==> src/rtl/control_pipeline.sv <==
// Control pipeline: carries decoded control bits through EX/MEM/WB, resolves hazards,
// taken branches and data-memory handshakes. Optional operand forwarding: CONTROL_PIPELINE_FORWARDING_EN.
module control_pipeline #(
  parameter int MEM_WAIT_MAX = 15
) (
  input  logic       clock,
  input  logic       resetN,
  input  logic       idValid,
  input  logic [8:0] idCtrl,
  input  logic [4:0] idRs,
  input  logic [4:0] idRt,
  input  logic [4:0] idRd,
  input  logic       aluZero,
  input  logic       memReady,
  output logic       stallOut,
  output logic       flushOut,
  output logic       pcSrc,
  output logic [1:0] exAluOp,
  output logic       exAluSrc,
  output logic       memReq,
  output logic       memWe,
  output logic       memError,
  output logic       wbRegWrite,
  output logic       wbMemToReg,
  output logic [4:0] wbDest,
  output logic [1:0] forwardA,
  output logic [1:0] forwardB
);

  localparam int CNT_W = $clog2(MEM_WAIT_MAX + 1);

  typedef struct packed {
    logic       reg_dest;
    logic       branch;
    logic       mem_read;
    logic       mem_to_reg;
    logic [1:0] alu_op;
    logic       mem_write;
    logic       alu_src;
    logic       reg_write;
  } id_ctrl_t;

  typedef struct packed {
    logic       valid;
    logic       branch;
    logic       mem_read;
    logic       mem_to_reg;
    logic [1:0] alu_op;
    logic       mem_write;
    logic       alu_src;
    logic       reg_write;
    logic [4:0] dest;
  } ex_stage_t;

  typedef struct packed {
    logic       valid;
    logic       mem_read;
    logic       mem_write;
    logic       mem_to_reg;
    logic       reg_write;
    logic [4:0] dest;
  } mem_stage_t;

  typedef struct packed {
    logic       valid;
    logic       mem_to_reg;
    logic       reg_write;
    logic [4:0] dest;
  } wb_stage_t;

  id_ctrl_t   id_ctrl;
  ex_stage_t  ex_q, ex_d;
  mem_stage_t mem_q, mem_d;
  wb_stage_t  wb_q, wb_d;
  logic [CNT_W-1:0] wait_cnt_q, wait_cnt_d;

  logic mem_req, timeout, mem_stall;
  logic load_use, hazard, hazard_stall, branch_taken;

  assign id_ctrl = id_ctrl_t'(idCtrl);

  function automatic logic dest_hit(input logic [4:0] dest, input logic [4:0] rs,
                                    input logic [4:0] rt);
    return (dest != 5'd0) && ((dest == rs) || (dest == rt));
  endfunction

  // Data-memory handshake: the final waiting cycle aborts instead of stalling.
  assign mem_req   = mem_q.valid & (mem_q.mem_read | mem_q.mem_write);
  assign timeout   = mem_req & ~memReady & (wait_cnt_q == CNT_W'(MEM_WAIT_MAX - 1));
  assign mem_stall = mem_req & ~memReady & ~timeout;

  assign load_use = idValid & ex_q.valid & ex_q.mem_read & ex_q.reg_write
                  & dest_hit(ex_q.dest, idRs, idRt);

`ifdef CONTROL_PIPELINE_FORWARDING_EN
  logic [4:0] ex_rs_q, ex_rs_d, ex_rt_q, ex_rt_d;

  assign hazard = load_use;

  function automatic logic [1:0] fwd_sel(input logic [4:0] src, input mem_stage_t m,
                                         input wb_stage_t w);
    if (m.valid && m.reg_write && m.dest != 5'd0 && m.dest == src) return 2'b10;
    if (w.valid && w.reg_write && w.dest != 5'd0 && w.dest == src) return 2'b01;
    return 2'b00;
  endfunction

  assign forwardA = ex_q.valid ? fwd_sel(ex_rs_q, mem_q, wb_q) : 2'b00;
  assign forwardB = ex_q.valid ? fwd_sel(ex_rt_q, mem_q, wb_q) : 2'b00;
`else
  // Without forwarding any pending EX/MEM writer of a source blocks issue until it reaches WB.
  assign hazard = load_use
                | (idValid & ex_q.valid  & ex_q.reg_write  & dest_hit(ex_q.dest,  idRs, idRt))
                | (idValid & mem_q.valid & mem_q.reg_write & dest_hit(mem_q.dest, idRs, idRt));
  assign forwardA = 2'b00;
  assign forwardB = 2'b00;
`endif

  assign branch_taken = ex_q.valid & ex_q.branch & aluZero & ~mem_stall;
  assign hazard_stall = hazard & ~branch_taken;

  // NOTE: every variable assigned here gets a default first, so no path infers a latch.
  always_comb begin : stage_next
    ex_d       = ex_q;
    mem_d      = mem_q;
    wb_d       = wb_q;
    wait_cnt_d = '0;
`ifdef CONTROL_PIPELINE_FORWARDING_EN
    ex_rs_d    = ex_rs_q;
    ex_rt_d    = ex_rt_q;
`endif
    if (mem_stall) begin
      wb_d       = '0;
      wait_cnt_d = wait_cnt_q + CNT_W'(1);
    end else begin
      wb_d.valid      = mem_q.valid;
      wb_d.mem_to_reg = mem_q.mem_to_reg;
      wb_d.reg_write  = mem_q.reg_write & ~timeout;
      wb_d.dest       = mem_q.dest;

      mem_d.valid      = ex_q.valid;
      mem_d.mem_read   = ex_q.mem_read;
      mem_d.mem_write  = ex_q.mem_write;
      mem_d.mem_to_reg = ex_q.mem_to_reg;
      mem_d.reg_write  = ex_q.reg_write;
      mem_d.dest       = ex_q.dest;

      ex_d = '0;
`ifdef CONTROL_PIPELINE_FORWARDING_EN
      ex_rs_d = '0;
      ex_rt_d = '0;
`endif
      if (idValid && !hazard_stall && !branch_taken) begin
        ex_d.valid      = 1'b1;
        ex_d.branch     = id_ctrl.branch;
        ex_d.mem_read   = id_ctrl.mem_read;
        ex_d.mem_to_reg = id_ctrl.mem_to_reg;
        ex_d.alu_op     = id_ctrl.alu_op;
        ex_d.mem_write  = id_ctrl.mem_write;
        ex_d.alu_src    = id_ctrl.alu_src;
        ex_d.reg_write  = id_ctrl.reg_write;
        ex_d.dest       = id_ctrl.reg_dest ? idRd : idRt;
`ifdef CONTROL_PIPELINE_FORWARDING_EN
        ex_rs_d = idRs;
        ex_rt_d = idRt;
`endif
      end
    end
  end

  // NOTE: state registers use non-blocking assignments so all stages update from pre-edge values.
  always_ff @(posedge clock or negedge resetN) begin
    if (!resetN) begin
      ex_q       <= '0;
      mem_q      <= '0;
      wb_q       <= '0;
      wait_cnt_q <= '0;
`ifdef CONTROL_PIPELINE_FORWARDING_EN
      ex_rs_q    <= '0;
      ex_rt_q    <= '0;
`endif
    end else begin
      ex_q       <= ex_d;
      mem_q      <= mem_d;
      wb_q       <= wb_d;
      wait_cnt_q <= wait_cnt_d;
`ifdef CONTROL_PIPELINE_FORWARDING_EN
      ex_rs_q    <= ex_rs_d;
      ex_rt_q    <= ex_rt_d;
`endif
    end
  end

  assign stallOut   = mem_stall | hazard_stall;
  assign flushOut   = branch_taken;
  assign pcSrc      = branch_taken;
  assign exAluOp    = ex_q.valid ? ex_q.alu_op : 2'b00;
  assign exAluSrc   = ex_q.valid & ex_q.alu_src;
  assign memReq     = mem_req;
  assign memWe      = mem_req & mem_q.mem_write;
  assign memError   = timeout;
  assign wbRegWrite = wb_q.valid & wb_q.reg_write & (wb_q.dest != 5'd0);
  assign wbMemToReg = wb_q.valid & wb_q.mem_to_reg;
  assign wbDest     = wb_q.valid ? wb_q.dest : 5'd0;

endmodule

==> config.mk <==
export PLATFORM = sky130hd
export DESIGN_NAME = control_pipeline
export DESIGN_NICKNAME = d
export VERILOG_FILES = /design/src/rtl/control_pipeline.sv
export SDC_FILE = /design/constraint.sdc
export NUM_CORES = 1
export LEC_CHECK = 0
export ABC_AREA = 0
export BUFFER_PORTS_ARGS = -buffer_cell sky130_fd_sc_hd__buf_4
export CELL_PAD_IN_SITES_DETAIL_PLACEMENT = 0
export CELL_PAD_IN_SITES_GLOBAL_PLACEMENT = 1
export CORE_MARGIN = 4
export CORE_UTILIZATION = 41
export CTS_BUF_LIST = sky130_fd_sc_hd__clkbuf_4 sky130_fd_sc_hd__clkbuf_8
export DETAILED_ROUTE_END_ITERATION = 10
export GPL_TIMING_DRIVEN = 1
export PLACE_DENSITY_LB_ADDON = 0.15
export SLEW_MARGIN = 10
export SYNTH_ARGS = -nofsm -noshare
export SYNTH_HDL_FRONTEND = slang
export SYNTH_SLANG_ARGS = --single-unit
==> constraint.sdc <==
create_clock -name clock -period 2 [get_ports clock]
set_input_delay 0.2 -clock clock [delete_from_list [all_inputs] [get_ports clock]]
set_output_delay 0.2 -clock clock [all_outputs]
set_load 0.03 [all_outputs]
==> flow_summary.ini, run 1 <==
[clock_tree]
h-tree-depth = 2
numCtsBuffers = 5
cts_sinks = 36
clkTransAtPathRegs_ns = 0.07
cts_root_buf = clkbuf_8
clk_path_buf_depth = 2
clk-insertion-delay-late_ns = 0.29
cts_tree = built

[sta]
tns_ns = -0.0525
max_freq_ghz = 0.487
fin_worst_skew_ns = 0.00640
fin_crit_ns = 2.05
rsz0062_at_grt = yes
hold_viol = 0
fin_ws_ns = -0.0525
post-route-period-util_pct = 103
finalSetupViolations = 1
slew_violations = 0

[layout]
multi_input_area_sq_um = 905
final_nets = 280
drive_gt1_share_pct = 29.2
n_antenna_cell = 0
stdcell_area_sq_mm = 0.00241
n_fill_cell = 388
regArea_sq_um = 903
syn_to_final_growth_pct = 29.9

[floorplan]
row_count = 24
fp.dieH_microns = 75.3
core-area_sq_mm = 0.00435
start_util_pct = 42.6
dieArea_sq_mm = 0.00567
pin_count = 49
die_x_microns = 75.3

[pwr]
p_leak_nw = 1.23
finalPower_mw = 1.99
cellPowerDensity_mw_per_mm2 = 826
peakVddDrop_mv = 0.383

[critical_path]
critPathLaunchType = register
critPathMaxStageDelay_ns = 0.51
worstPathArrival_ns = 1.85
path_class = reg2out
worstPathMaxFanout = 2
crit_start = ex_q[2]$_DFFE_PN0N_
required_ns = 1.80
timing.rr.start = ex_q[2]$_DFFE_PN0N_
path_buf_inv = 1
reg2reg_slack_ns = 0.19
crit_chain = or4_4, o2111ai_2, o22ai_2, a21o_1, buf_6
slowest_stage = or4_4
reg2regPathDepth = 5
crit_path_end_kind = primary output
worstReg2RegEnd = ex_q[3]$_DFFE_PN0N_
cp_num_cells = 5
crit_path_end = stallOut
crit_family = simple AND/OR/NAND/NOR gates

[job]
drv_cap = 0

[synth]
syn-instance-count = 197
seq_area_frac_synth_pct = 48.5
syn_area_per_cell_sq_um = 9.43
syn-cell-area_sq_mm = 0.00186
synth-seq-cells = 36
synthDistinctLibCells = 31
yosys_warnings = 0

[routing]
post_drt_wl_per_cell_microns = 14.9
post_drt_via_cell_ratio = 5.06
drc = 0
first_pass_iters = 4
vias = 1529
drt-total-wl_microns = 4510
ant_nets = 0
drt_iter0_drc = 44

[global_routing]
grt_pass1_vias = 1577
grt_max_degree = 37
antenna_found_initial = 0
grt_pass1_wl_microns = 7340
grt.total_usage_pct = 17.3
grt_overflow = 0

[place]
gp_congestion = 0.788
port_buffers = 44
place_area_sq_mm = 0.00225
dpl.hpwl_microns = 3390

[run_status]
violations = negative setup slack
outcome = finished, violations left

[hold_path]
min_path_type = in2reg
logic make-up (layout without fill, tap and decap cells):
group                    after synthesis  count (layout)  synth area share (%)
XOR/XNOR                              22              22                  10.4
multiplexers                           5               5                  2.70
buffers and inverters                 17              67                  4.92
other                                  1               4                 0.202
flip-flops                            36              36                  48.5
adder cells (fa/ha/maj)                2               2                  1.35
AND/OR/NAND/NOR                       92              92                  23.5
AO/OA/AOI/OAI                         22              22                  8.42
worst min-delay path, stage by stage:
cell and delay (ns):
buf_4 0.11, nand4_1 0.07, o21ai_1 0.05
worst min path at each step:
stage                     cells after the start      start  slack (ns)                 endpoint
final                                         3  idCtrl[0]        0.19      ex_q[5]$_DFFE_PN0N_
after global routing                          3  idCtrl[4]        0.19      ex_q[9]$_DFFE_PN0N_
after CTS                                     3  idCtrl[0]        0.18      ex_q[5]$_DFFE_PN0N_
after detailed placement                      1     resetN        0.18  wait_cnt_q[0]$_DFF_PN0_
after global placement                        1     resetN        0.18  wait_cnt_q[0]$_DFF_PN0_
after floorplan                               0     resetN        -0.1      ex_q[0]$_DFFE_PN0N_
cell usage after synthesis:
cell type,count,area [sq um]
a21o_1,1,7.51
a22oi_1,2,15.0
and2_1,18,113
buf_1,2,7.51
buf_2,1,5.00
buf_4,5,37.5
buf_6,1,11.3
clkbuf_1,6,22.5
conb_1,1,3.75
dfrtp_1,36,901
ha_1,2,25.0
inv_1,2,7.51
mux2i_1,5,50.1
nand2_1,42,158
nand2b_1,1,6.26
nand3_1,4,20.0
nand4_1,8,50.1
nor2_1,10,37.5
nor2b_1,1,6.26
nor3_1,5,25.0
o2111ai_1,1,8.76
o2111ai_2,1,15.0
o21ai_0,1,5.00
o21ai_1,9,45.0
o22ai_2,1,12.5
o311a_1,1,10.0
o31ai_1,5,37.5
or3_1,1,6.26
or4_1,2,15.0
xnor2_1,1,8.76
xor2_1,21,184
layer usage:
layer  up-vias  global-route usage, %  routed length [microns]
li1        750                      -                        -
met1       727                   23.0                     1980
met2        50                   28.1                     2210
met3         2                   4.88                      316
met4         0                   4.08                        9
met5         -                      0                        0
area by class of cell:
type,count,share of cell area [%]
clock buffers,8,4.05
inverters,2,0.311
multi-input cells,147,37.5
flip-flops and latches,36,37.4
well taps,52,2.70
repair buffers,57,18.0
through the flow:
stage	instances	worst slack [ns]	utilization, %	hold WS, ns
after floorplan	200	0.0393	-	-0.0956
after global placement	290	0.188	51.7	0.177
after detailed placement	290	0.170	51.7	0.184
after CTS	302	-0.0659	55.0	0.178
after global routing	302	-0.109	55.4	0.185
final	302	-0.0525	55.4	0.190
state kept, by name (all words and copies together) (netlist names):
name,flops
ex_q,14
mem_q,10
wait_cnt_q,4
wb_q,8
power by group:
part / switching (mW) / internal, mW / leakage [nW] / total (mW)
logic: 0.298 / 0.241 / 0.709 / 0.539
registers: 0.0791 / 0.823 / 0.466 / 0.902
clock network: 0.245 / 0.308 / 0.0523 / 0.553
layout by cell type (no fill, tap or decap), types with 5 or more instances in the layout:
master	Yosys	final
mux2i_1	5	5
xor2_1	21	21
dfrtp_1	36	34
o21ai_1	9	10
buf_4	5	55
o31ai_1	5	5
and2_1	18	17
nand2_1	42	42
nor3_1	5	5
nand4_1	8	8
clkbuf_8	0	6
nor2_1	10	9
timing repair:
action / 4_1_cts / 5_1_grt
endpoints found under the setup margin: 1 / 3
endpoints found under the hold margin: 36 / 0
buffers inserted: 3 / 0
pin swaps: 3 / 5
hold buffers: 1 / 0
resized for setup: 5 / 4
(Power assumes the default switching activity.)
==> inputs of run 2 (changes only) <==
Clock period 2 ns to 2.1 ns, I/O delays scaled along.
==> run 2 against run 1 <==
Against the previous run: critical endpoint unchanged; the run now ends clean; core utilization rose by 0.14 points; combinational power fell by 7.8%; worst hold slack got worse by 0.0037 ns; largest cell class is now flip-flops and latches; register-to-register slack improved by 0.13 ns; highest routed layer unchanged; sequential cell count did not move.
==> flow_summary.ini, run 2 (synthesis gave the netlist of run 1 again) <==
[run_status]
outcome = completed

[sta]
post-route-period-util_pct = 98.0
fin_crit_ns = 2.06
hold_viol = 0
rsz0062_at_grt = yes
fin_worst_skew_ns = 0.0109
tns_ns = 0
finalSetupViolations = 0
max_freq_ghz = 0.486
slew_violations = 0

[pwr]
peakVddDrop_mv = 0.435
cellPowerDensity_mw_per_mm2 = 805
p_leak_nw = 1.23

[routing]
vias = 1487
post_drt_wl_per_cell_microns = 13.4
drc = 0
ant_nets = 0
post_drt_via_cell_ratio = 4.92
first_pass_iters = 4
drt_iter0_drc = 38
drt-total-wl_microns = 4060

[place]
dpl.hpwl_microns = 3150
dpl.cell_count = 287
gp_congestion = 0.780
port_buffers = 44

[critical_path]
worstPathMaxFanout = 2
path_class = reg2out
critPathLaunchType = register
crit_path_end_kind = primary output
crit_start = mem_q[1]$_DFFE_PN0N_
required_ns = 1.89
timing.rr.start = mem_q[1]$_DFFE_PN0N_
crit_family = simple AND/OR/NAND/NOR gates
slowest_stage = or4_4
worstPathArrival_ns = 1.85
path_buf_inv = 1
crit_chain = or4_4, o2111ai_4, o22ai_2, a21o_1, buf_6
critPathMaxStageDelay_ns = 0.55

[layout]
n_antenna_cell = 0
largest_reg_flops = 14
max_flop_register = ex_q
drive_gt1_share_pct = 27.6
top_regs = ex_q (14), mem_q (10), wb_q (8)
syn_to_final_growth_pct = 30.3
layoutNonFillerInstCount = 302
final_cell_mix = buf_4 (55), nand2_1 (42), dfrtp_1 (36)
final_common_cell = buf_4
final_nets = 280

[global_routing]
grt_max_degree = 37
grt_pass1_wl_microns = 7040
grt.total_usage_pct = 16.4
grt_overflow = 0
grt_pass1_vias = 1529
antenna_found_initial = 0

[floorplan]
pin_count = 49
fp.dieH_microns = 75.3
start_util_pct = 42.6
row_count = 24
core-area_sq_mm = 0.00435
dieArea_sq_mm = 0.00567
die_x_microns = 75.3

[clock_tree]
clkTransAtPathRegs_ns = 0.07
numCtsBuffers = 5
cts_sinks = 36
h-tree-depth = 2
clk_path_buf_depth = 2
clk-insertion-delay-late_ns = 0.29
cts_tree = built
cts_root_buf = clkbuf_8

[hold_path]
min_path_type = in2reg
min_from = idCtrl[2]

[job]
drv_cap = 0
==> run 2: changes by cell type in the layout (fill, tap and decap cells not counted) <==
cell / delta
clkbuf_8: -1
o21ai_0: +1
and2_1: +1
clkbuf_4: -1
or4_1: +1
clkinv_2: +1
or4_4: -1
and2_2: -1
dfrtp_1: +2
bufinv_16: +1
o21ai_1: -1
dfrtp_2: -2
==> run 2: layout make-up <==
| type | instances | area [sq um] |
|---|---|---|
| well taps | 52 | 65.1 |
| inverters | 2 | 7.51 |
| flip-flops and latches | 36 | 901 |
| multi-input cells | 147 | 900 |
| repair buffers | 57 | 434 |
| clock inverters | 2 | 35.0 |
| fillers | 404 | 1940 |
| clock buffers | 6 | 76.3 |
==> run 2: what timing repair did <==
action	CTS	global route
pin swaps	4	2
cloned	0	0
endpoints found under the hold margin	36	0
resized for setup	3	1
hold buffers	1	0
setup endpoints to repair	1	1
buffers inserted	6	0
==> run 2: per-layer routing <==
metal / global-route usage, % / vias up / wire [microns]
li1: - / 751 / -
met1: 21.4 / 688 / 1810
met2: 26.7 / 42 / 1940
met3: 4.88 / 6 / 262
met4: 4.66 / 0 / 49
met5: 0 / - / 0
==> run 2: through the flow <==
step	hold slack [ns]	worst slack, ns	area [sq um]	util [%]	power (mW)
2_1_floorplan	-0.0856	0.129	1870	-	1.15
5_1_grt	0.180	-0.0267	2420	55.5	2.06
3_3_place_gp	0.188	0.222	2230	51.1	1.32
3_5_place_dp	0.190	0.211	2230	51.1	1.33
4_1_cts	0.177	0.0000866	2410	55.3	1.97
6_report	0.186	0.0429	2420	55.5	1.95
==> run 2: worst reg2reg max path, stage by stage, from the launching register on <==
cell and delay, ns:
dfrtp_1 0.39, or4_4 0.55, o2111ai_4 0.20, o22ai_2 0.10, buf_4 0.21, o31ai_1 0.24
==> run 2: final timing paths <==
kind | endpoint | slack (ns) | cells after the start
setup / recovery | stallOut | 0.04 | 5
hold reg to reg | mem_q[6]$_DFFE_PN0N_ | 0.47 | 2
min in group asynchronous | mem_q[8]$_DFFE_PN0N_ | 0.41 | 2
max in group asynchronous | wb_q[1]$_DFF_PN0_ | 1.37 | 2
hold / removal | ex_q[7]$_DFFE_PN0N_ | 0.19 | 3
setup reg to reg | ex_q[1]$_DFFE_PN0N_ | 0.32 | 5
==> run 2: power by group <==
part | internal [mW] | switching [mW] | total (mW)
clock | 0.365 | 0.232 | 0.596
sequential | 0.783 | 0.0718 | 0.854
combinational | 0.224 | 0.273 | 0.497
